### src/rtl/fix_session_acceptor.sv
// rtl/fix_session_acceptor.sv - FIX acceptor session layer; FIX_SEQ_GAP_RESEND_EN selects ResendRequest on a gap (else gap forces logout)
module fix_session_acceptor #(
    parameter int unsigned HB_CYCLES = 32'd10000000,
    parameter int unsigned SEQ_W     = 32
) (
    input  logic             clk,
    input  logic             rst,
    input  logic             accept_en,
    input  logic             rx_valid,
    input  logic [7:0]       rx_msg_type,
    input  logic [SEQ_W-1:0] rx_seq_num,
    input  logic             rx_poss_dup,
    input  logic             tx_ready,
    output logic             tx_valid,
    output logic [7:0]       tx_msg_type,
    output logic [SEQ_W-1:0] tx_ref_seq,
    output logic [SEQ_W-1:0] tx_seq_num,
    output logic             session_active,
    output logic             session_error,
    output logic             fifo_overflow
);

    localparam logic [7:0] T_HB    = 8'h30; // '0' Heartbeat
    localparam logic [7:0] T_TR    = 8'h31; // '1' TestRequest
    localparam logic [7:0] T_RR    = 8'h32; // '2' ResendRequest
    localparam logic [7:0] T_REJ   = 8'h33; // '3' Reject
    localparam logic [7:0] T_SR    = 8'h34; // '4' SequenceReset
    localparam logic [7:0] T_LO    = 8'h35; // '5' Logout
    localparam logic [7:0] T_ER    = 8'h38; // '8' ExecutionReport
    localparam logic [7:0] T_LOGON = 8'h41; // 'A'
    localparam logic [7:0] T_NOS   = 8'h44; // 'D'
    localparam logic [7:0] T_OCR   = 8'h46; // 'F'
    localparam logic [7:0] T_OCRR  = 8'h47; // 'G'

    localparam logic [31:0]      HB_TERM = HB_CYCLES;
    localparam logic [SEQ_W-1:0] SEQ_ONE = {{(SEQ_W-1){1'b0}}, 1'b1};
    localparam logic [SEQ_W-1:0] SEQ_TWO = SEQ_ONE + SEQ_ONE;
    localparam logic [SEQ_W-1:0] SEQ_MAX = '1;

    typedef enum logic [1:0] {
        S_IDLE,
        S_ACTIVE,
        S_TEST_PENDING,
        S_LOGOUT_WAIT
    } state_t;

    state_t           state;
    state_t           next_state;
    state_t           rx_state;
    logic [7:0]       q_type [4];
    logic [SEQ_W-1:0] q_ref  [4];
    logic [1:0]       wr_ptr;
    logic [1:0]       rd_ptr;
    logic [2:0]       count;
    logic [SEQ_W-1:0] exp_seq;
    logic [SEQ_W-1:0] out_seq;
    logic [31:0]      tx_idle;
    logic [31:0]      rx_idle;
    logic             err_q;
    logic             ovf_q;

    logic             rx_enq;
    logic [7:0]       rx_type;
    logic [SEQ_W-1:0] rx_ref;
    logic             rx_adv;
    logic             rx_logon;
    logic             rx_fire;
    logic             tx_fire;
    logic             enq;
    logic             enq_ok;
    logic             deq;
    logic             flush;
    logic [7:0]       enq_type;
    logic [SEQ_W-1:0] enq_ref;

    assign tx_valid       = (count != 3'd0);
    assign tx_msg_type    = tx_valid ? q_type[rd_ptr] : 8'h00;
    assign tx_ref_seq     = tx_valid ? q_ref[rd_ptr] : '0;
    assign tx_seq_num     = out_seq;
    assign session_active = (state == S_ACTIVE) || (state == S_TEST_PENDING);
    assign session_error  = err_q;
    assign fifo_overflow  = ovf_q;

    // Decode the inbound message into the reply it earns and the state it leads to
    always_comb begin
        rx_enq   = 1'b0;
        rx_type  = 8'h00;
        rx_ref   = '0;
        rx_adv   = 1'b0;
        rx_logon = 1'b0;
        rx_state = state;
        if (rx_valid) begin
            case (state)
                S_IDLE: begin
                    if (rx_msg_type == T_LOGON) begin
                        rx_enq = 1'b1;
                        if (accept_en && rx_seq_num == SEQ_ONE) begin
                            rx_type  = T_LOGON;
                            rx_logon = 1'b1;
                            rx_state = S_ACTIVE;
                        end else begin
                            rx_type = T_LO;
                        end
                    end
                end
                S_ACTIVE, S_TEST_PENDING: begin
                    rx_state = S_ACTIVE;
                    if (rx_seq_num == exp_seq) begin
                        rx_adv = 1'b1;
                        case (rx_msg_type)
                            T_HB: ;
                            T_TR: begin
                                rx_enq  = 1'b1;
                                rx_type = T_HB;
                            end
                            T_RR: begin
                                rx_enq  = 1'b1;
                                rx_type = T_SR;
                                rx_ref  = out_seq;
                            end
                            T_LO: begin
                                rx_enq   = 1'b1;
                                rx_type  = T_LO;
                                rx_state = S_IDLE;
                            end
                            T_NOS, T_OCR, T_OCRR: begin
                                rx_enq  = 1'b1;
                                rx_type = T_ER;
                                rx_ref  = rx_seq_num;
                            end
                            default: begin
                                rx_enq  = 1'b1;
                                rx_type = T_REJ;
                                rx_ref  = rx_seq_num;
                            end
                        endcase
                    end else if (rx_seq_num > exp_seq) begin
`ifdef FIX_SEQ_GAP_RESEND_EN
                        rx_enq  = 1'b1;
                        rx_type = T_RR;
                        rx_ref  = exp_seq;
`else
                        rx_enq   = 1'b1;
                        rx_type  = T_LO;
                        rx_state = S_LOGOUT_WAIT;
`endif
                    end else if (!rx_poss_dup) begin
                        rx_enq   = 1'b1;
                        rx_type  = T_LO;
                        rx_state = S_LOGOUT_WAIT;
                    end
                end
                S_LOGOUT_WAIT: begin
                    if (rx_msg_type == T_LO) rx_state = S_IDLE;
                end
                default: ;
            endcase
        end
    end

    // Arbitrate rx reply, liveness probe and heartbeat into one enqueue; pick next state
    always_comb begin
        rx_fire  = !rx_valid && (state != S_IDLE) && (rx_idle == HB_TERM);
        tx_fire  = (state == S_ACTIVE) && (tx_idle == HB_TERM) && !rx_enq && !rx_fire;
        deq      = tx_valid && tx_ready;
        flush    = rx_fire && (state == S_TEST_PENDING);
        enq      = 1'b0;
        enq_type = 8'h00;
        enq_ref  = '0;
        if (rx_enq) begin
            enq      = 1'b1;
            enq_type = rx_type;
            enq_ref  = rx_ref;
        end else if (rx_fire && state == S_ACTIVE) begin
            enq      = 1'b1;
            enq_type = T_TR;
        end else if (tx_fire) begin
            enq      = 1'b1;
            enq_type = T_HB;
        end
        enq_ok     = enq && ((count != 3'd4) || deq);
        next_state = state;
        if (rx_valid) begin
            next_state = rx_state;
        end else if (rx_fire) begin
            next_state = (state == S_ACTIVE) ? S_TEST_PENDING : S_IDLE;
        end
    end

    // Session state, reply FIFO, sequence counters and idle timers
    always_ff @(posedge clk) begin
        if (rst) begin
            state   <= S_IDLE;
            wr_ptr  <= 2'd0;
            rd_ptr  <= 2'd0;
            count   <= 3'd0;
            exp_seq <= SEQ_ONE;
            out_seq <= SEQ_ONE;
            tx_idle <= 32'd0;
            rx_idle <= 32'd0;
            err_q   <= 1'b0;
            ovf_q   <= 1'b0;
        end else begin
            state <= next_state;
            err_q <= 1'b0;

            if (flush) begin
                wr_ptr <= 2'd0;
                rd_ptr <= 2'd0;
                count  <= 3'd0;
                err_q  <= 1'b1;
            end else begin
                if (enq_ok) begin
                    q_type[wr_ptr] <= enq_type;
                    q_ref[wr_ptr]  <= enq_ref;
                    wr_ptr         <= wr_ptr + 2'd1;
                end
                if (deq) rd_ptr <= rd_ptr + 2'd1;
                if (enq_ok && !deq) count <= count + 3'd1;
                else if (!enq_ok && deq) count <= count - 3'd1;
                if (enq && !enq_ok) begin
                    ovf_q <= 1'b1;
                    err_q <= 1'b1;
                end
            end

            if (rx_logon) exp_seq <= SEQ_TWO;
            else if (rx_adv) exp_seq <= (exp_seq == SEQ_MAX) ? SEQ_ONE : exp_seq + SEQ_ONE;

            if (rx_logon) out_seq <= SEQ_ONE;
            else if (deq) out_seq <= (out_seq == SEQ_MAX) ? SEQ_ONE : out_seq + SEQ_ONE;

            if (next_state == S_IDLE || rx_valid || rx_fire) rx_idle <= 32'd0;
            else if (rx_idle != HB_TERM) rx_idle <= rx_idle + 32'd1;

            if (next_state == S_IDLE || enq || deq) tx_idle <= 32'd0;
            else if (tx_idle != HB_TERM) tx_idle <= tx_idle + 32'd1;
        end
    end

endmodule
### config.mk
export PLATFORM = sky130hd
export DESIGN_NAME = fix_session_acceptor
export DESIGN_NICKNAME = d
export VERILOG_FILES = /design/src/rtl/fix_session_acceptor.sv
export SDC_FILE = /design/constraint.sdc
export NUM_CORES = 1
export LEC_CHECK = 0
export CAP_MARGIN = 40
export CORE_UTILIZATION = 58
export CTS_CLUSTER_SIZE = 28
export DETAILED_ROUTE_END_ITERATION = 16
export PLACE_DENSITY = 0.78
export SYNTH_ARGS = -nofsm -noshare
export SYNTH_HDL_FRONTEND = slang
export SYNTH_SLANG_ARGS = --single-unit
### constraint.sdc
create_clock -name clk -period 6.55 [get_ports clk]
set_input_delay 1.31 -clock clk [delete_from_list [all_inputs] [get_ports clk]]
set_output_delay 1.31 -clock clk [all_outputs]
set_load 0.005 [all_outputs]
==> flow_metrics.py, run 1 <==
metrics = {
    "outcome": {
        "status": "complete, no violations",
    },
    "power_and_ir_drop": {
        "p_per_area_mw_per_mm2": 276.5,
        "max-vdd-ir-drop_v": 0.0002361,
        "swShare": 0.2527,
        "net-switching-power_uw": 1166,
        "p_int_uw": 3448,
        "pwr-share-comb": 0.196,
        "clkPwrFrac": 0.374,
        "seqPwrFrac": 0.429,
        "p_leak_uw": 0.005152,
    },
    "worst_setup_path": {
        "cp_max_fo": 38,
        "cp-start-kind": "primary input",
        "rr_worst_depth": 9,
        "critPathArrivalTime_ps": 4560,
        "end_kind": "register",
        "path_class": "primary input to register",
        "crit_required_ps": 6740,
    },
    "global_route": {
        "track_usage": 0.2728,
        "antenna_found_initial": 0,
        "grt_pass1_wl_um": 52370,
        "overflow": 0,
        "grt_max_degree": 41,
        "grt_pass1_vias": 9843,
    },
    "finish": {
        "drive_gt1_frac": 0.1098,
        "post-route-util": 0.7046,
        "layout_commonest_cell": "nor2_1",
        "final_cell_mix": "nor2_1, edfxtp_1, dfxtp_1",
        "antennaDiodeCount": 0,
        "final_cells": 1731,
        "nets": 1482,
        "syn2layout_area_growth_pct": 17.81,
    },
    "routing": {
        "num_vias": 10330,
        "drc": 0,
        "routed_via_density": 5.968,
        "dr.pass1.iters": 5,
        "drt_iter0_drc": 804,
        "antenna_left": 0,
        "wl_um": 34170,
        "avgRoutedWirePerCell_um": 19.74,
    },
    "die": {
        "die_area_mm2": 0.02505,
        "fp-row-count": 56,
        "io_pins": 122,
        "die_height_um": 158.3,
        "die_w_um": 158.3,
        "initial_utilization": 0.5981,
        "core_mm2": 0.02368,
    },
    "synthesis": {
        "synth-edff-count": 152,
        "ys_warn_count": 0,
        "ys_seq_elements": 293,
        "ys_seq_area_frac": 0.5216,
        "synth_ff_type": "edfxtp_1",
        "syn_area_per_cell_um2": 11.13,
        "syn-num-nets": 1367,
        "synth_area_mm2": 0.01416,
        "synth_cell_types": 79,
        "syn_inst": 1273,
        "async_flop_share": 0,
    },
    "clock_tree": {
        "cts_root_buf": "clkbuf_16",
        "cts_tree": "yes",
        "cts_max_level": 1,
        "cts.clk_slew.worst_paths_ps": 60,
        "ctsLongestPathBuffers": 3,
        "postCtsResizedCells": 0,
        "hold_buffers": 0,
        "cts_buffers": 30,
        "cts_setup_buffers": 0,
        "cts_sinks": 293,
        "clkLatencyLatePin_ps": 570,
    },
    "timing": {
        "max_freq_mhz": 229.1,
        "slew_violations": 0,
        "rsz0062_at_grt": "no",
        "tns_ps": 0,
        "period_share": 0.6663,
        "final-setup-viol-count": 0,
        "worst_pin_slew_ps": 904.5,
        "skew_ps": 16.70,
        "fin_crit_ps": 4364,
        "hold_viol_final": 0,
        "slew_headroom": 0.3963,
    },
    "place": {
        "place_inst": 1675,
        "numPortBuffers": 120,
        "gp_congestion": 0.9329,
        "dp_hpwl_um": 23780,
    },
    "run": {
        "drv_cap": 0,
    },
    "worst_hold_path": {
        "hp-class": "register to register",
        "min_path_cells": 2,
    },
}
-- critical path, cell delays in order --
cell and delay (ps):
clkdlybuf4s50_1 530, ha_1 390, nand4_2 190, nor4_2 600, and2_1 340, nor3_1 160, o21a_2 320, nor3_2 180
buf_4 510
-- logic make-up after synthesis --
kind of cell,Yosys count,share of synthesized area
simple gates,542,0.2049
flops,293,0.5216
xor+xnor,121,0.07482
compound gates,116,0.05857
buf+inv,110,0.03366
fa+ha+maj,48,0.04293
mux,42,0.06325
other cells,1,0.0002648
-- power groups by stage --
stage / clock, µW / sequential [µW] / combinational (µW)
2_1_floorplan: 0 / 2000 / 490
3_3_place_gp: 0 / 2040 / 858
3_5_place_dp: 0 / 2020 / 904
4_1_cts: 1750 / 1980 / 912
5_1_grt: 1820 / 1980 / 988
6_report: 1730 / 1980 / 905
-- area by class of cell --
cell class                      count  area [µm²]
Tap cell                          319       399.1
Clock buffer                       40       798.3
Multi-Input combinational cell    870        6342
Sequential cell                   293        7388
Timing Repair Buffer              136        1339
Inverter                           57       214.0
Fill cell                        1746        6997
Clock inverter                     16       205.2
-- layer usage --
metal,share of wire,vias up,GRT usage
met3,0.064,80,0.03756
met2,0.47,391,0.4369
met4,0.037,0,0.09982
met5,0,-,0
li1,-,4834,-
met1,0.43,5026,0.3797
-- per-stage QoR --
step	total power, µW	hold slack, ps	setup WS (ps)	instance area (µm²)
floorplan	2490	462.6	470.1	14160
global placement	2896	484.4	1763	15640
detailed placement	2924	486.8	1673	15680
CTS	4641	497.4	2247	16690
global route	4792	526.6	2079	16690
finish	4613	490.0	2186	16690
-- synth_stat cells (5+ instances only) --
cell type	count	area, µm²
ha_1	47	588.1
buf_2	11	55.05
a21o_1	8	60.06
nor3_1	52	260.3
nand3_1	62	310.3
nand4_1	37	231.5
and4_1	11	96.34
nor2_2	10	62.56
or3_1	12	75.07
nor2b_1	45	281.5
edfxtp_1	152	4564
or4_1	7	52.55
xor2_1	57	499.2
nor2_1	167	626.9
a21oi_1	25	125.1
xnor2_1	64	560.5
o21ai_0	10	50.05
clkbuf_1	29	108.9
buf_4	5	37.54
and3_1	10	62.56
dfxtp_1	141	2823
inv_1	56	210.2
mux4_2	38	855.8
a22oi_1	32	240.2
nor4_1	18	112.6
nand2_1	66	247.7
-- worst paths after layout --
kind                            slack, ps             to           start
worst max-delay path                 2190    q_ref[3][2]  rx_seq_num[31]
worst min-delay path                  490  fifo_overflow   fifo_overflow
worst max register to register       2920  tx_seq_num[8]        count[0]
worst min register to register        490  fifo_overflow   fifo_overflow
-- flip-flops by register name, indices dropped and copies added, names as in the netlist, named ones only --
name	cells
fifo_overflow	1
state	2
rd_ptr	2
exp_seq	32
tx_idle	32
q_ref	128
tx_seq_num	32
session_error	1
rx_idle	32
wr_ptr	2
q_type	24
count	3
Power figures use the tool's default switching activity.
==> inputs of run 2 (changes only) <==
Clock period 6.55 ns to 4.3 ns, I/O delays scaled along.
==> flow_metrics.py, run 2 (synthesis gave the netlist of run 1 again) <==
metrics = {
    "place": {
        "dp_hpwl_um": 24180,
        "gp_congestion": 0.9558,
        "dp_worst_setup_slack_ps": 59.92,
        "postPlaceCellArea_mm2": 0.01595,
        "place_inst": 1700,
        "numPortBuffers": 120,
    },
    "finish": {
        "syn2layout_area_growth_pct": 20.16,
        "final_cell_mix": "nor2_1, edfxtp_1, dfxtp_1",
        "largest_register_ff_count": 128,
        "nets": 1507,
        "drive_gt1_frac": 0.1280,
        "layout_commonest_cell": "nor2_1",
        "regMostFlops": "q_ref",
        "final_cell_area_mm2": 0.01702,
        "final_cells": 1757,
    },
    "power_and_ir_drop": {
        "max-vdd-ir-drop_v": 0.0004000,
        "p_leak_uw": 0.005349,
        "p_per_area_mw_per_mm2": 422.3,
    },
    "run": {
        "drv_cap": 0,
    },
    "clock_tree": {
        "cts_sinks": 293,
        "cts_root_buf": "clkbuf_16",
        "cts.clk_slew.worst_paths_ps": 60,
        "cts_buffers": 30,
        "cts_tree": "yes",
        "clkLatencyLatePin_ps": 570,
        "hold_buffers": 0,
        "cts_max_level": 1,
        "postCtsResizedCells": 0,
        "cts_setup_buffers": 0,
        "ctsLongestPathBuffers": 3,
    },
    "timing": {
        "skew_ps": 18.27,
        "period_share": 0.8632,
        "fin_ws_ps": 588.3,
        "final-setup-viol-count": 0,
        "hold_viol_final": 0,
        "worst_pin_slew_ps": 819.2,
        "fin_crit_ps": 3712,
        "slew_headroom": 0.4481,
        "fin_hold_ws_ps": 476.2,
        "rsz0062_at_grt": "no",
        "max_freq_mhz": 269.4,
        "slew_violations": 0,
    },
    "routing": {
        "num_vias": 10490,
        "routed_via_density": 5.969,
        "drt_iter0_drc": 999,
        "drc": 0,
        "antenna_left": 0,
        "avgRoutedWirePerCell_um": 19.80,
        "wl_um": 34790,
        "dr.pass1.iters": 6,
    },
    "worst_hold_path": {
        "min_path_cells": 2,
        "worstHoldStart": "fifo_overflow",
        "holdPathEnd": "fifo_overflow",
        "hp-class": "register to register",
    },
    "worst_setup_path": {
        "crit_path_top_delay_cell": "a2111oi_0",
        "worst-path-buf-inv": 2,
        "rrSetupSlack_ps": 790,
        "critPathArrivalTime_ps": 4140,
        "cp-start-kind": "primary input",
        "worstPathCellList": "clkdlybuf4s50_1 > ha_1 > nand4_4 > a2111oi_0 > o31a_1 > o31ai_1 > nand2_1 > ha_1 > inv_1 > fa_1 > xor2_1 > nor2_1 > xnor2_1 > nor2_1",
        "path_class": "primary input to register",
        "rr_startpoint": "tx_idle[27]",
        "crit_required_ps": 4720,
        "end_kind": "register",
        "rr_worst_depth": 13,
        "crit_family": "adder cells",
        "reg2reg_to": "count[2]",
        "cpPeakStageDelay_ps": 560,
        "cp_max_fo": 4,
    },
    "die": {
        "die_area_mm2": 0.02505,
        "die_w_um": 158.3,
        "core_mm2": 0.02368,
        "initial_utilization": 0.5981,
        "fp-row-count": 56,
        "io_pins": 122,
        "die_height_um": 158.3,
    },
    "global_route": {
        "overflow": 0,
        "antenna_found_initial": 0,
        "grt_max_degree": 40,
        "grt_pass1_wl_um": 54020,
        "track_usage": 0.2822,
        "grt_pass1_vias": 9980,
    },
    "outcome": {
        "status": "complete, no violations",
    },
}
[run 2: stage by stage]
stage,total power [µW],util,setup TNS (ps)
after floorplan,3794,-,-29110
after global placement,4438,0.6736,0
after detailed placement,4475,0.6736,0
after CTS,7226,0.7185,0
after global routing,7444,0.7185,0
final,7188,0.7186,0
[run 2: worst register-to-register path: stages, from the launching register on]
cell	delay, ps
dfxtp_1	340
or4_1	530
or4_1	490
nor3_2	470
o21a_2	250
o21ai_1	90
nand2_1	120
ha_1	180
inv_1	60
fa_1	370
xor2_1	160
nor2_1	110
xnor2_1	140
nor2_1	60
[run 2: power by group]
part	internal, µW	total [µW]	leakage [µW]	switching [µW]
clock network	1670	2780	0.000517	1110
registers	2960	3020	0.00232	63.6
logic	751	1390	0.00251	638
[run 2: cell type report]
type / instances / area (µm²)
flip-flops and latches: 293 / 7388
multi-input cells: 870 / 6367
diodes: 1 / 2.502
repair buffers: 161 / 1584
fillers: 1676 / 6664
clock inverters: 20 / 280.3
inverters: 57 / 214.0
clock buffers: 36 / 783.3
well taps: 319 / 399.1
[run 2: worst max-delay path by stage]
stage / slack (ps) / endpoint / cells past startpoint / start
detailed placement: 60 / count[2] / 14 / rx_seq_num[15]
finish: 590 / count[2] / 14 / rx_seq_num[15]
floorplan: -190 / q_ref[0][0] / 8 / rx_seq_num[31]
global placement: 130 / count[2] / 14 / rx_seq_num[15]
CTS: 630 / tx_ref_seq[9] / 4 / register
global route: 380 / count[2] / 14 / rx_seq_num[15]
[run 2: layer usage]
| metal | routed length (µm) | vias up | part of all wire | GRT usage |
|---|---|---|---|---|
| met1 | 14860 | 5060 | 0.43 | 0.3979 |
| li1 | - | 4890 | - | - |
| met2 | 16120 | 456 | 0.46 | 0.4434 |
| met3 | 2680 | 81 | 0.077 | 0.04736 |
| met5 | 0 | - | 0 | 0.008282 |
| met4 | 1132 | 0 | 0.033 | 0.09341 |
==> inputs of run 3 (changes only) <==
Settings changed: SETUP_SLACK_MARGIN from default to 0.5.
==> flow_metrics.py, run 3 (synthesis gave the netlist of run 1 again) <==
metrics = {
    "die": {
        "die_w_um": 158.3,
        "die_area_mm2": 0.02505,
        "fp-row-count": 56,
        "initial_utilization": 0.5981,
        "io_pins": 122,
        "die_height_um": 158.3,
        "core_mm2": 0.02368,
    },
    "timing": {
        "rsz0062_at_grt": "no",
        "fin_hold_ws_ps": 475.2,
        "worst_pin_slew_ps": 813.9,
        "tns_ps": 0,
        "fin_ws_ps": 647.8,
        "max_freq_mhz": 273.8,
        "slew_violations": 0,
        "slew_headroom": 0.4553,
        "final-setup-viol-count": 0,
        "period_share": 0.8493,
        "fin_crit_ps": 3652,
        "skew_ps": 19.53,
        "hold_viol_final": 0,
    },
    "finish": {
        "syn2layout_area_growth_pct": 19.39,
        "largest_register_ff_count": 128,
        "final_cell_mix": "nor2_1, edfxtp_1, dfxtp_1",
        "drive_gt1_frac": 0.1255,
        "nets": 1512,
        "layout_commonest_cell": "nor2_1",
        "final_cell_area_mm2": 0.01691,
        "regMostFlops": "q_ref",
        "antennaDiodeCount": 0,
    },
    "power_and_ir_drop": {
        "p_total_uw": 6879,
        "p_per_area_mw_per_mm2": 406.8,
        "max-vdd-ir-drop_v": 0.0002962,
        "p_leak_uw": 0.005306,
    },
    "run": {
        "drv_cap": 0,
    },
    "worst_setup_path": {
        "worst-path-buf-inv": 2,
        "crit_path_top_delay_cell": "mux4_2",
        "critPathArrivalTime_ps": 2790,
        "worstPathCellList": "buf_4 > mux4_2 > nor2b_1 > clkdlybuf4s50_1",
        "path_class": "register to output pin",
        "end_kind": "output pin",
        "cp-start-kind": "register",
        "crit_family": "buffers and inverters",
        "cpPeakStageDelay_ps": 620,
        "crit_required_ps": 3440,
        "cp_max_fo": 38,
    },
    "place": {
        "dp_worst_setup_slack_ps": 154.7,
        "dp_hpwl_um": 24270,
        "numPortBuffers": 120,
        "postPlaceCellArea_mm2": 0.01597,
        "gp_congestion": 0.8916,
    },
    "routing": {
        "antenna_left": 0,
        "drt_iter0_drc": 677,
        "dr.pass1.iters": 5,
        "routed_via_density": 5.914,
        "num_vias": 10420,
        "drc": 0,
        "wl_um": 34560,
        "avgRoutedWirePerCell_um": 19.63,
    },
    "global_route": {
        "grt_pass1_vias": 9841,
        "grt_pass1_wl_um": 53240,
        "grt_max_degree": 40,
        "antenna_found_initial": 0,
        "overflow": 0,
        "track_usage": 0.2773,
    },
    "clock_tree": {
        "hold_buffers": 0,
        "cts_buffers": 30,
        "clkLatencyLatePin_ps": 550,
        "cts_setup_buffers": 0,
        "ctsLongestPathBuffers": 3,
        "cts_sinks": 293,
        "cts_max_level": 1,
        "cts_root_buf": "clkbuf_16",
        "postCtsResizedCells": 0,
        "cts.clk_slew.worst_paths_ps": 60,
        "cts_tree": "yes",
    },
    "worst_hold_path": {
        "hp-class": "register to register",
    },
    "outcome": {
        "status": "complete, no violations",
    },
}
[run 3: cell types whose count changed in the layout (fill, tap and decap cells not counted), sizes merged]
cell      change
inv           +1
bufinv        -4
buf           +5
diode         -1
clkinvlp      +2
clkinv        -2
clkbuf        +3
[run 3: final timing paths]
kind                 startpoint  cells past startpoint  slack (ps)        endpoint
setup reg to reg    tx_idle[27]                     13         820        count[2]
hold reg to reg   fifo_overflow                      2         480   fifo_overflow
hold / removal    fifo_overflow                      2         480   fifo_overflow
setup / recovery       register                      4         650  tx_ref_seq[29]
[run 3: layout make-up]
cell class              instances  area [µm²]
multi-input cells             870        6376
inverters                      57       214.0
flip-flops and latches        293        7388
clock inverters                17       130.1
well taps                     319       399.1
repair buffers                166        1597
clock buffers                  39       805.8
fillers                      1671        6773
[run 3: through the flow]
| stage | utilization | std cells |
|---|---|---|
| after global routing | 0.7140 | 1761 |
| after global placement | 0.6745 | 1705 |
| final | 0.7140 | 1761 |
| after detailed placement | 0.6745 | 1705 |
| after CTS | 0.7140 | 1761 |
| after floorplan | - | 1273 |
[run 3: report_power, final]
group          switching [µW]  internal, µW
clock                    1050          1430
sequential               41.6          2960
combinational             650           745
[run 3: worst reg2reg max path, cell delays in order (launching register included)]
cell and delay, ps:
dfxtp_1 330, or4_1 520, or4_1 510, nor3_2 470
o21a_2 230, o21ai_1 80, nand2_1 120, ha_1 190
inv_1 60, fa_1 370, xor2_1 170, nor2_1 110
xnor2_1 130, nor2_1 50
[run 3: layer usage]
metal  wire, µm  global-route usage  up-vias
met5          0                   0        -
met4       1128             0.09570        0
met3       2552             0.04818       76
met2      16170              0.4378      406
met1      14710              0.3869     5015
li1           -                   -     4918
==> edit, RTL diff (flow settings as in run 2) <==
Change the parameter `SEQ_W` from 32 to 36.
--- a/src/rtl/fix_session_acceptor.sv
+++ b/src/rtl/fix_session_acceptor.sv
@@ -3,3 +3,3 @@
     parameter int unsigned HB_CYCLES = 32'd10000000,
-    parameter int unsigned SEQ_W     = 32
+    parameter int unsigned SEQ_W     = 36
 ) (
Ports: changed (resized rx_seq_num, tx_ref_seq and tx_seq_num); port bits go from 122 to 134. No check against the original RTL was run, so the function may have changed too.
==> edit against run 2 <==
Sequential share of layout area up 0.28 points; sequential power up 8.9%; area after synthesis up 6.2%; wire length up 11%; sequential cell count up 24; global-route usage up 1.2 points; design area up 8.0%; non-clock buffer count up 37; setup slack worse by 0.33 ns; die area up 6.1%; first-iteration DRC count down 16%; maximum frequency down 8.2%; total power up 11%.
==> edit: results (changes against run 2) <==
- Status: finished clean (unchanged)
- Worst Skew: 0.0180 ns (was 0.0183 ns)
- H-tree lvl count: 2 (was 1)
- Met2 GRT Util: 49.6% (was 44.3%)
- Met3 Usage GRT: 4.11% (was 4.74%)
- Multi-input gate area: 6610 µm² (was 6370 µm²)
- Met1 wire length: 15.4 mm (was 14.9 mm)
- Routability congestion estimate from global placement: 0.959 (was 0.956)
- Vias per cell: 5.97 (about the same)
- Worst Setup SP: rx_seq_num[11] (was rx_seq_num[15])
- Max FFs per register: 144 (was 128)
- Data buffer area share: 10.5% (was 9.31%)
- Clk_lat worst skew: 0.51 ns (was 0.57 ns)
- Count of sequential standard cells: 317 (was 293)
- # fillers: 1746 (was 1676)
- M1 GR Usage: 38.1% (was 39.8%)
- HPWL after DPL: 26.8 mm (was 24.2 mm)
- Crit path max fanout: 3 (was 4)
- DR iter-0 viols: 835 (was 999)
- Routed length on met3: 2.88 mm (was 2.68 mm)
- Worst hold slack: 0.492 ns (was 0.476 ns)
- All-Layer GR Usage: 29.4% (was 28.2%)
- Peak VDD IR: 0.309 mV (was 0.400 mV)
- Drt wl/cell: 20.4 µm (was 19.8 µm)
- Global-route wire length before repair: 60.1 mm (was 54.0 mm)
- Sequential-to-total area share from yosys stat: 53.4% (was 52.2%)
- Sequential standard cell area: 8030 µm² (was 7390 µm²)
- Share of cells above drive strength 1: 11.9% (was 12.8%)
- Reg-to-Reg Start: exp_seq[11]$_SDFFE_PP0P_ (was tx_idle[27]$_SDFFE_PP0P_)
- Clock network area share: 6.39% (was 6.25%)
- Nets: 1646 (was 1507)
- Gate Count Post-Synth: 1362 (was 1273)
[edit: logic make-up (layout without fill, tap and decap cells)]
group                    Yosys count  in the layout  share of synthesized area [%]
AND/OR/NAND/NOR                  586            586                           19.7
flip-flops                       317            317                           53.4
XOR/XNOR                         131            131                           7.63
AO/OA/AOI/OAI                    119            119                           5.46
buffers and inverters            111            318                           2.98
adder cells (fa/ha/maj)           52             52                           4.37
multiplexers                      45             45                           6.49
other                              1              2                         0.0249
[edit: critical path, stage by stage]
cell             delay (ns)
clkdlybuf4s50_1        0.43
ha_1                   0.35
a21oi_1                0.16
o21ai_1                0.14
a221o_1                0.40
o41a_1                 0.44
or4b_1                 0.58
nand2_1                0.11
inv_1                  0.06
ha_1                   0.22
inv_1                  0.07
fa_1                   0.40
mux2i_1                0.15
nor2_1                 0.06
[edit: power breakdown]
part	internal, mW	total, mW	switching [mW]	leakage, nW
clock network	1.87	3.04	1.17	0.576
logic	0.920	1.65	0.729	2.90
registers	3.23	3.29	0.0638	2.69
